**src/rtl/qpu_exu_oitf.sv**
```systemverilog
`default_nettype none
//============================================================================
// Module   : qpu_exu_oitf
// Brief    : Outstanding-instruction track FIFO for long-pipe operations.
//            Tracks the destination register and qubit list of each
//            instruction still in flight, and reports hazards to dispatch.
// Revision : 1.0 - initial release
//============================================================================

`ifndef QPU_RFIDX_REAL_WIDTH
`define QPU_RFIDX_REAL_WIDTH 5
`endif
`ifndef QPU_QUBIT_NUM
`define QPU_QUBIT_NUM 4
`endif

module qpu_exu_oitf #(
  parameter int OITF_DEPTH = 4
) (
  input  logic                              clk,
  input  logic                              rst_n,
  // dispatch / allocate side
  input  logic                              dis_ena,
  output logic                              dis_ready,
  input  logic                              disp_i_rs1en,
  input  logic                              disp_i_rs2en,
  input  logic                              disp_i_rdwen,
  input  logic                              disp_i_qfren,
  input  logic [`QPU_RFIDX_REAL_WIDTH-1:0]  disp_i_rs1idx,
  input  logic [`QPU_RFIDX_REAL_WIDTH-1:0]  disp_i_rs2idx,
  input  logic [`QPU_RFIDX_REAL_WIDTH-1:0]  disp_i_rdidx,
  input  logic [`QPU_QUBIT_NUM-1:0]         disp_i_qubitlist,
  // hazard indications
  output logic                              oitfrd_match_disprs1,
  output logic                              oitfrd_match_disprs2,
  output logic                              oitfrd_match_disprd,
  output logic                              oitfqf_match_dispql,
  // retire side
  input  logic                              ret_ena,
  output logic                              ret_rdwen,
  output logic [`QPU_RFIDX_REAL_WIDTH-1:0]  ret_rdidx,
  output logic                              ret_qfren,
  output logic [`QPU_QUBIT_NUM-1:0]         ret_qubitlist,
  // pointers and status
  output logic [$clog2(OITF_DEPTH)-1:0]     dis_ptr,
  output logic [$clog2(OITF_DEPTH)-1:0]     ret_ptr,
  output logic                              oitf_empty
);

  localparam int c_PTR_W = $clog2(OITF_DEPTH);
  localparam logic [c_PTR_W-1:0] c_LAST = c_PTR_W'(OITF_DEPTH - 1);

  // Pointer state: index plus wrap flag distinguishing full from empty.
  logic [c_PTR_W-1:0] r_dis_ptr;
  logic [c_PTR_W-1:0] r_ret_ptr;
  logic               r_dis_flag;
  logic               r_ret_flag;

  // Entry storage; only valid bits are reset, payload is qualified by valid.
  logic [OITF_DEPTH-1:0]             r_vld;
  logic [OITF_DEPTH-1:0]             r_rdwen;
  logic [OITF_DEPTH-1:0]             r_qfren;
  logic [`QPU_RFIDX_REAL_WIDTH-1:0]  r_rdidx [OITF_DEPTH];
  logic [`QPU_QUBIT_NUM-1:0]         r_ql    [OITF_DEPTH];

  logic w_full;
  logic w_empty;
  logic w_alloc;
  logic w_ret;

  assign w_empty = (r_dis_ptr == r_ret_ptr) && (r_dis_flag == r_ret_flag);
  assign w_full  = (r_dis_ptr == r_ret_ptr) && (r_dis_flag != r_ret_flag);

  // Readiness depends only on the registered full state, so a retire in the
  // same cycle never opens a slot for a dispatch in that cycle.
  assign dis_ready  = ~w_full;
  assign oitf_empty = w_empty;
  assign w_alloc    = dis_ena & ~w_full;
  assign w_ret      = ret_ena & ~w_empty;

  assign dis_ptr = r_dis_ptr;
  assign ret_ptr = r_ret_ptr;

  // Pointer advance and valid-bit bookkeeping, cleared asynchronously.
  always_ff @(posedge clk or negedge rst_n) begin
    if (!rst_n) begin
      r_dis_ptr  <= '0;
      r_ret_ptr  <= '0;
      r_dis_flag <= 1'b0;
      r_ret_flag <= 1'b0;
      r_vld      <= '0;
    end else begin
      if (w_alloc) begin
        r_vld[r_dis_ptr] <= 1'b1;
        if (r_dis_ptr == c_LAST) begin
          r_dis_ptr  <= '0;
          r_dis_flag <= ~r_dis_flag;
        end else begin
          r_dis_ptr <= r_dis_ptr + 1'b1;
        end
      end
      // Allocate and retire never target the same slot: that would need the
      // FIFO to be both not-full and not-empty at equal pointers.
      if (w_ret) begin
        r_vld[r_ret_ptr] <= 1'b0;
        if (r_ret_ptr == c_LAST) begin
          r_ret_ptr  <= '0;
          r_ret_flag <= ~r_ret_flag;
        end else begin
          r_ret_ptr <= r_ret_ptr + 1'b1;
        end
      end
    end
  end

  // Capture the dispatched instruction's payload into the allocated slot.
  always_ff @(posedge clk) begin
    if (w_alloc) begin
      r_rdwen[r_dis_ptr] <= disp_i_rdwen;
      r_qfren[r_dis_ptr] <= disp_i_qfren;
      r_rdidx[r_dis_ptr] <= disp_i_rdidx;
      r_ql[r_dis_ptr]    <= disp_i_qubitlist;
    end
  end

  // Head entry is presented to writeback without a register stage.
  assign ret_rdwen     = r_rdwen[r_ret_ptr];
  assign ret_qfren     = r_qfren[r_ret_ptr];
  assign ret_rdidx     = r_rdidx[r_ret_ptr];
  assign ret_qubitlist = r_ql[r_ret_ptr];

  // Per-entry hazard comparisons against the instruction at dispatch.
  logic [OITF_DEPTH-1:0] w_rs1_hit;
  logic [OITF_DEPTH-1:0] w_rs2_hit;
  logic [OITF_DEPTH-1:0] w_rd_hit;
  logic [OITF_DEPTH-1:0] w_ql_hit;

  genvar gi;
  generate
    for (gi = 0; gi < OITF_DEPTH; gi++) begin : g_entry
      logic w_wr_live;
      assign w_wr_live     = r_vld[gi] & r_rdwen[gi];
      assign w_rs1_hit[gi] = w_wr_live & (r_rdidx[gi] == disp_i_rs1idx);
      assign w_rs2_hit[gi] = w_wr_live & (r_rdidx[gi] == disp_i_rs2idx);
      assign w_rd_hit[gi]  = w_wr_live & (r_rdidx[gi] == disp_i_rdidx);
      assign w_ql_hit[gi]  = r_vld[gi] & r_qfren[gi] &
                             (|(r_ql[gi] & disp_i_qubitlist));
    end
  endgenerate

  assign oitfrd_match_disprs1 = disp_i_rs1en & (|w_rs1_hit);
  assign oitfrd_match_disprs2 = disp_i_rs2en & (|w_rs2_hit);
  assign oitfrd_match_disprd  = disp_i_rdwen & (|w_rd_hit);
  assign oitfqf_match_dispql  = |w_ql_hit;

endmodule

`default_nettype wire
```
**config.mk**
```make
export PLATFORM = sky130hd
export DESIGN_NAME = qpu_exu_oitf
export DESIGN_NICKNAME = d
export VERILOG_FILES = /design/src/rtl/qpu_exu_oitf.sv
export SDC_FILE = /design/constraint.sdc
export NUM_CORES = 1
export LEC_CHECK = 0
export ABC_AREA = 1
export BUFFER_PORTS_ARGS = -buffer_cell sky130_fd_sc_hd__buf_2
export CAP_MARGIN = 0
export CORE_MARGIN = 4
export CORE_UTILIZATION = 55
export DETAILED_ROUTE_END_ITERATION = 8
export PLACE_DENSITY = 0.77
export RECOVER_POWER = 50
export SETUP_SLACK_MARGIN = 0.05
export SLEW_MARGIN = 20
export SYNTH_ARGS = -nofsm -noshare
export SYNTH_HDL_FRONTEND = slang
export SYNTH_SLANG_ARGS = --single-unit
export TNS_END_PERCENT = 100
```
**constraint.sdc**
```tcl
create_clock -name clk -period 2.6 [get_ports clk]
set_input_delay 0.52 -clock clk [delete_from_list [all_inputs] [get_ports clk]]
set_output_delay 0.52 -clock clk [all_outputs]
set_load 0.05 [all_outputs]
```
==> impl_results.md, run 1 <==
* Syn_nets at 523
* Post-layout minimum cycle time at 2.41 ns
* Critical path required time at 2.08 ns
* Post-Route WL at 8720 um
* Layout cells sized above 1 at a little under a tenth
* Reg2Reg Launch Point: ret_ptr[0]
* CTS buffer count at 5
* Post-CTS setup buffers at 0
* Slew HR at 60.3%
* Post-synthesis async set-or-reset flop share at 18.5%
* Yosys Warn Count at 0
* CTS tree: built
* R2R setup slack at 0.49 ns
* Number of diodes at 0
* Post-CTS Hold Buffers at 0
* Synth top cells by count: nand2_1, nor2_1, inv_1, edfxtp_1, o21ai_0
* # setup viols final at 0
* IO Pins at 48
* Period utilisation layout at 92.9%
* Initial antenna violation count at 0
* Chip height at 87.4 um
* Die ar. at 0.00763 mm2
* Area delta synth->final at 11.0%
* Final Skew at ~0.0075 ns
* Final net count at 572
* Clk Latency, worst-skew pair at 0.31 ns
* Global Route Usage Sum at 24.1%
* Actual slew at the worst max-slew pin at around 0.60 ns
* Post-synth top area share at 38.2%
* CP Capture Type: output port
* Max-cap violation count at 0
* Most common cell in the netlist: nand2_1
* CP startpoint kind: flip-flop
* Cells after Synth at 488
* Synth area leaders: edfxtp_1, nand2_1, nor2_1
* Drt wl/cell at 14.2 um
* Via density at 5.37
* Longest Clk Path Bufs at 2
* DR DRC count at 0
* Ys flop type: edfxtp_1
* Vias in the first global route at 3134
* Cell Area, Synth at 0.00346 mm2
* Power Total at 4220 uW
* Reg clk slew, reported paths at 0.09 ns
* R2r endpoint: r_rdwen[3]
* Final Hold Violating Endpoints at 0
* #FFs+latches synth at 54
* Layout Utilization at 63.8%
* Critical path class: reg2out
* Number of synthesized flops with an enable pin at 44
* GRT overflow at 0
* Crit-path max FO at 18
* Initial DRC count at between 200 and 250
* Area of the core region at 0.00603 mm2
* Netlist cell types at 25
* Largest net degree at the start of global routing at 30
* Clock sinks at 54
* Final ANT Viol Nets at 0
* Status: finished, final reports clean
* Arrival time worst endpoint at ~1.9 ns
* Power per cell area at 1100 mW/mm2
* Initial Util at roughly 57%
* Seq/Total Area, Yosys at 45.4%
* PostCTS Resize Cnt at 0
* Htree depth at 2
* RSZ-0062 raised after global routing: no
* Reg2Reg Depth at 5
* Length of the first detailed-routing pass in iterations at 5
* Synth area leader: edfxtp_1
* Leakage at 0.00201 uW
* Die Width at 87.4 um
* Num rows at 28
* Setup TNS at 0 ns
* Post-DP HPWL at 6570 um
* Port buffer count at 47
* Mean Syn Cell Area at 7.10 um2
* Fmax achieved at around 410 MHz
* Via count at 3292
* Hold Slack at around 0.16 ns
* Peak VDD IR at 0.000877 V
* HP Class: in2async
* GP Congestion at 0.942
* Root Driver: clkbuf_8
* Pins Over Slew Limit at 0
* First-pass GRT wire length at 14200 um
area by class of cell:
class,count,area (um2)
Clock inverter,3,48.8
Inverter,61,229
Clock buffer,5,68.8
Multi-Input combinational cell,366,1600
Timing Repair Buffer,49,235
Fill cell,564,2180
Sequential cell,54,1570
Tap cell,75,93.8
stage by stage:
step / instance area (um2) / setup WS [ns] / cells
6_report: 3840 / 0.185 / 613
5_1_grt: 3840 / 0.0392 / 613
4_1_cts: 3880 / 0.201 / 613
3_5_place_dp: 3760 / 0.512 / 605
3_3_place_gp: 3760 / 0.544 / 605
2_1_floorplan: 3460 / 0.0674 / 488
sequential cells by signal, indices dropped and copies added (netlist names):
signal      count
r_rdidx        20
r_vld           4
r_rdwen         4
r_ql           16
r_ret_flag      1
r_qfren         4
r_dis_flag      1
ret_ptr         2
dis_ptr         2
report_power, final:
part           internal [uW]  total [uW]  leakage, uW  switching, uW
clock                    293         576    0.0000563            283
sequential              1190        1380     0.000521            181
combinational            569        2270      0.00143           1700
worst max-delay path, stage by stage, from the launching register on:
cell     delay, ns
dfrtp_1       0.38
inv_1         0.44
o21ai_0       0.24
o22ai_1       0.21
buf_2         0.30
logic make-up (layout without fill, tap and decap cells):
kind of cell / Yosys count / after routing / share of synthesized area (%)
buffers and inverters: 68 / 118 / 7.84
DFF: 54 / 54 / 45.4
AOI/OAI and AO/OA: 50 / 50 / 7.70
and+or+nand+nor: 303 / 303 / 34.5
xor gates and xnor gates: 5 / 5 / 1.70
adders and majority gates: 8 / 8 / 2.89
worst max-delay path by stage:
stage / slack, ns / end / startpoint / cells after the start
after global routing: 0.04 / oitf_empty / ret_ptr[0] / 5
after global placement: 0.54 / oitfrd_match_disprd / disp_i_rdidx[3] / 10
after detailed placement: 0.51 / oitfrd_match_disprd / disp_i_rdidx[3] / 10
after floorplan: 0.07 / ret_rdidx[1] / ret_ptr[0] / 4
final: 0.19 / ret_qubitlist[2] / ret_ptr[1] / 4
after CTS: 0.20 / ret_qubitlist[2] / ret_ptr[1] / 4
cell usage in the layout (no fill, tap or decap), drive strengths merged:
| cell | synthesis | final |
|---|---|---|
| edfxtp | 44 | 44 |
| ha | 8 | 8 |
| dfrtp | 10 | 10 |
| nand4 | 2 | 2 |
| bufinv | 0 | 1 |
| nand3b | 1 | 1 |
| a21oi | 17 | 17 |
| inv | 61 | 62 |
| xnor2 | 2 | 2 |
| nor2 | 72 | 72 |
| clkinvlp | 0 | 1 |
| clkbuf | 1 | 17 |
| nand3 | 22 | 22 |
| nand2 | 205 | 205 |
| o21ai | 24 | 24 |
| xor2 | 3 | 3 |
| buf | 6 | 37 |
| a41oi | 2 | 2 |
| or2 | 1 | 1 |
| o22ai | 6 | 6 |
| a31oi | 1 | 1 |
layer usage:
| layer | wire length (um) | part of all wire [%] | global-route usage [%] | vias to the layer above |
|---|---|---|---|---|
| met4 | 307 | 3.5 | 11.2 | 0 |
| met2 | 4210 | 48 | 40.5 | 131 |
| li1 | - | - | - | 1633 |
| met1 | 3630 | 42 | 30.2 | 1501 |
| met3 | 571 | 6.5 | 4.07 | 27 |
| met5 | 0 | 0 | 0 | - |
Power figures use the tool's default switching activity.
==> inputs of run 2 (changes only) <==
RECOVER_POWER = 25   (was 50)
==> run 2 against run 1 <==
Worst hold slack gained 0.00068 ns. Worst setup slack gained 0.011 ns. Register-to-register slack gained 0.15 ns. Critical path depth is the same. Global-route usage is the same. Die area is the same. Non-clock buffer count is the same. Clock power is essentially flat. Fmax grew 0.44%. Total power grew 1.2%. Count of clock-buffer cells in the layout is the same. Critical path type unchanged. Critical endpoint unchanged.
==> impl_results.md, run 2 (synthesized netlist as in run 1, its figures left out) <==
* Status: finished, final reports clean
* Slew HR at 60.6% (+0.32 points)
* Arrival time worst endpoint at 1.88 ns (about the same)
* Length of the first detailed-routing pass in iterations at 5 (unchanged)
* Largest net degree at the start of global routing at 30 (unchanged)
* Reg clk slew, reported paths at 0.09 ns (about the same)
* Max FFs per register at 20 (unchanged)
* Setup TNS at 0 ns (unchanged)
* Initial DRC count at 236 (+11%)
* Final ANT Viol Nets at 0 (unchanged)
* Peak VDD IR at 0.000924 V (+5.4%)
* GRT overflow at 0 (unchanged)
* Layout cells sized above 1 at 11.0% (+1.9 points)
* Post-DP HPWL at 6570 um (unchanged)
* Drt wl/cell at 14.3 um (+0.23%)
* Root Driver: clkbuf_8
* Slowest cell on the critical path: inv_1
* Power per cell area at 1100 mW/mm2 (+0.43%)
* Period utilisation layout at 92.5% (-0.41 points)
* Num rows at 28 (unchanged)
* Critical path class: reg2out
* GP Congestion at 0.942 (unchanged)
* Post-CTS setup buffers at 0 (unchanged)
* Number of diodes at 0 (unchanged)
* Final Hold Violating Endpoints at 0 (unchanged)
* R2r endpoint: r_rdwen[3]
* Setup ws final at 0.196 ns (+0.0106 ns)
* CTS tree: built
* Area of the core region at 0.00603 mm2 (unchanged)
* Max-cap violation count at 0 (unchanged)
* Worst path top cell family by delay: buffers and inverters
* Vias in the first global route at 3134 (unchanged)
* RSZ-0062 raised after global routing: no
* Htree depth at 2 (unchanged)
* Clk Latency, worst-skew pair at 0.31 ns (about the same)
* Fmax achieved at 416 MHz (+0.44%)
* Actual slew at the worst max-slew pin at 0.591 ns (-0.00478 ns)
* CP startpoint kind: flip-flop
* Largest stage delay on the critical path at 0.44 ns (about the same)
* # setup viols final at 0 (unchanged)
* First-pass GRT wire length at 14200 um (unchanged)
* DR DRC count at 0 (unchanged)
* Final net count at 572 (unchanged)
* Final Skew at 0.00678 ns (-0.000726 ns)
* Post-CTS Hold Buffers at 0 (unchanged)
* Initial antenna violation count at 0 (unchanged)
* Crit-path max FO at 18 (unchanged)
* Global Route Usage Sum at 24.1% (unchanged)
* CTS buffer count at 5 (unchanged)
* Top reg by flops: r_rdidx
* Reg2Reg Launch Point: ret_ptr[0]
* Reg2Reg Depth at 5 (unchanged)
* Port buffer count at 47 (unchanged)
* HP Class: in2async
* Commonest cells after routing, fill and taps aside: nand2_1, nor2_1, inv_1, edfxtp_1, buf_2
* Leakage at 0.00203 uW (+1.3%)
* Worst Path Buf+Inv at 2 (unchanged)
* IO Pins at 48 (unchanged)
* Longest Clk Path Bufs at 2 (unchanged)
* Pins Over Slew Limit at 0 (unchanged)
* Via count at 3319 (+0.82%)
* Die Width at 87.4 um (unchanged)
* Initial Util at 57.5% (unchanged)
* Die ar. at 0.00763 mm2 (unchanged)
* Cell Chain, Critical Path: inv_1 -> o21ai_0 -> o22ai_1 -> buf_2
* Clock sinks at 54 (unchanged)
* Most common cell after layout, fill and taps aside: nand2_1
* Chip height at 87.4 um (unchanged)
* Post-layout minimum cycle time at 2.40 ns (-0.0106 ns)
* Biggest regs: r_rdidx: 20 flops, r_ql: 16 flops
* Critical path required time at 2.08 ns (about the same)
* Area delta synth->final at 11.8%
* R2R setup slack at 0.64 ns (+0.15 ns)
* Pre-CTS setup slack at 0.512 ns (unchanged)
* Post-Route WL at 8740 um (+0.23%)
* PostCTS Resize Cnt at 0 (unchanged)
* CP Capture Type: output port
* Via density at 5.41 (+0.82%)
-- run 2: worst max-delay path by stage --
stage                               start                  end  slack, ns  depth (start not counted)
after global placement    disp_i_rdidx[3]  oitfrd_match_disprd       0.54                         10
after detailed placement  disp_i_rdidx[3]  oitfrd_match_disprd       0.51                         10
after floorplan                ret_ptr[0]         ret_rdidx[1]       0.07                          4
after CTS                      ret_ptr[1]     ret_qubitlist[2]       0.20                          4
after global routing           ret_ptr[0]     ret_qubitlist[2]       0.07                          4
final                          ret_ptr[1]     ret_qubitlist[2]       0.20                          4
-- run 2: layout make-up --
cell class,instances,area [um2]
Fill cell,554,2150
Multi-Input combinational cell,366,1620
Sequential cell,54,1570
Timing Repair Buffer,49,241
Inverter,61,229
Tap cell,75,93.8
Clock buffer,5,68.8
Clock inverter,3,48.8
-- run 2: power breakdown --
group / internal, uW / leakage (uW) / switching, uW / total (uW)
sequential: 1190 / 0.000521 / 184 / 1380
combinational: 591 / 0.00145 / 1720 / 2310
clock: 293 / 0.0000563 / 285 / 578
total: 2080 / 0.00203 / 2190 / 4270
-- run 2: through the flow --
stage / area [um2] / hold slack (ns) / std cells / utilization [%] / power [uW]
floorplan: 3460 / 0.224 / 488 / - / 3120
global placement: 3760 / 0.394 / 605 / 62.5 / 3640
detailed placement: 3760 / 0.397 / 605 / 62.5 / 3700
CTS: 3880 / 0.0626 / 613 / 64.4 / 4270
global route: 3870 / 0.201 / 613 / 64.3 / 4560
finish: 3870 / 0.162 / 613 / 64.3 / 4270
-- run 2: worst reg2reg max path, delay by kind of cell, from the launching register on --
family | cells | cell delay (ns)
buf+inv | 2 | 0.75
flops | 1 | 0.45
simple gates | 2 | 0.27
xor+xnor | 1 | 0.13
-- run 2: metal layers --
metal | part of all wire [%] | routed length, um | GRT usage (%)
met1 | 41 | 3620 | 30.2
met2 | 49 | 4240 | 40.5
met3 | 6.6 | 580 | 4.07
met4 | 3.4 | 298 | 11.2
met5 | 0 | 0 | 0
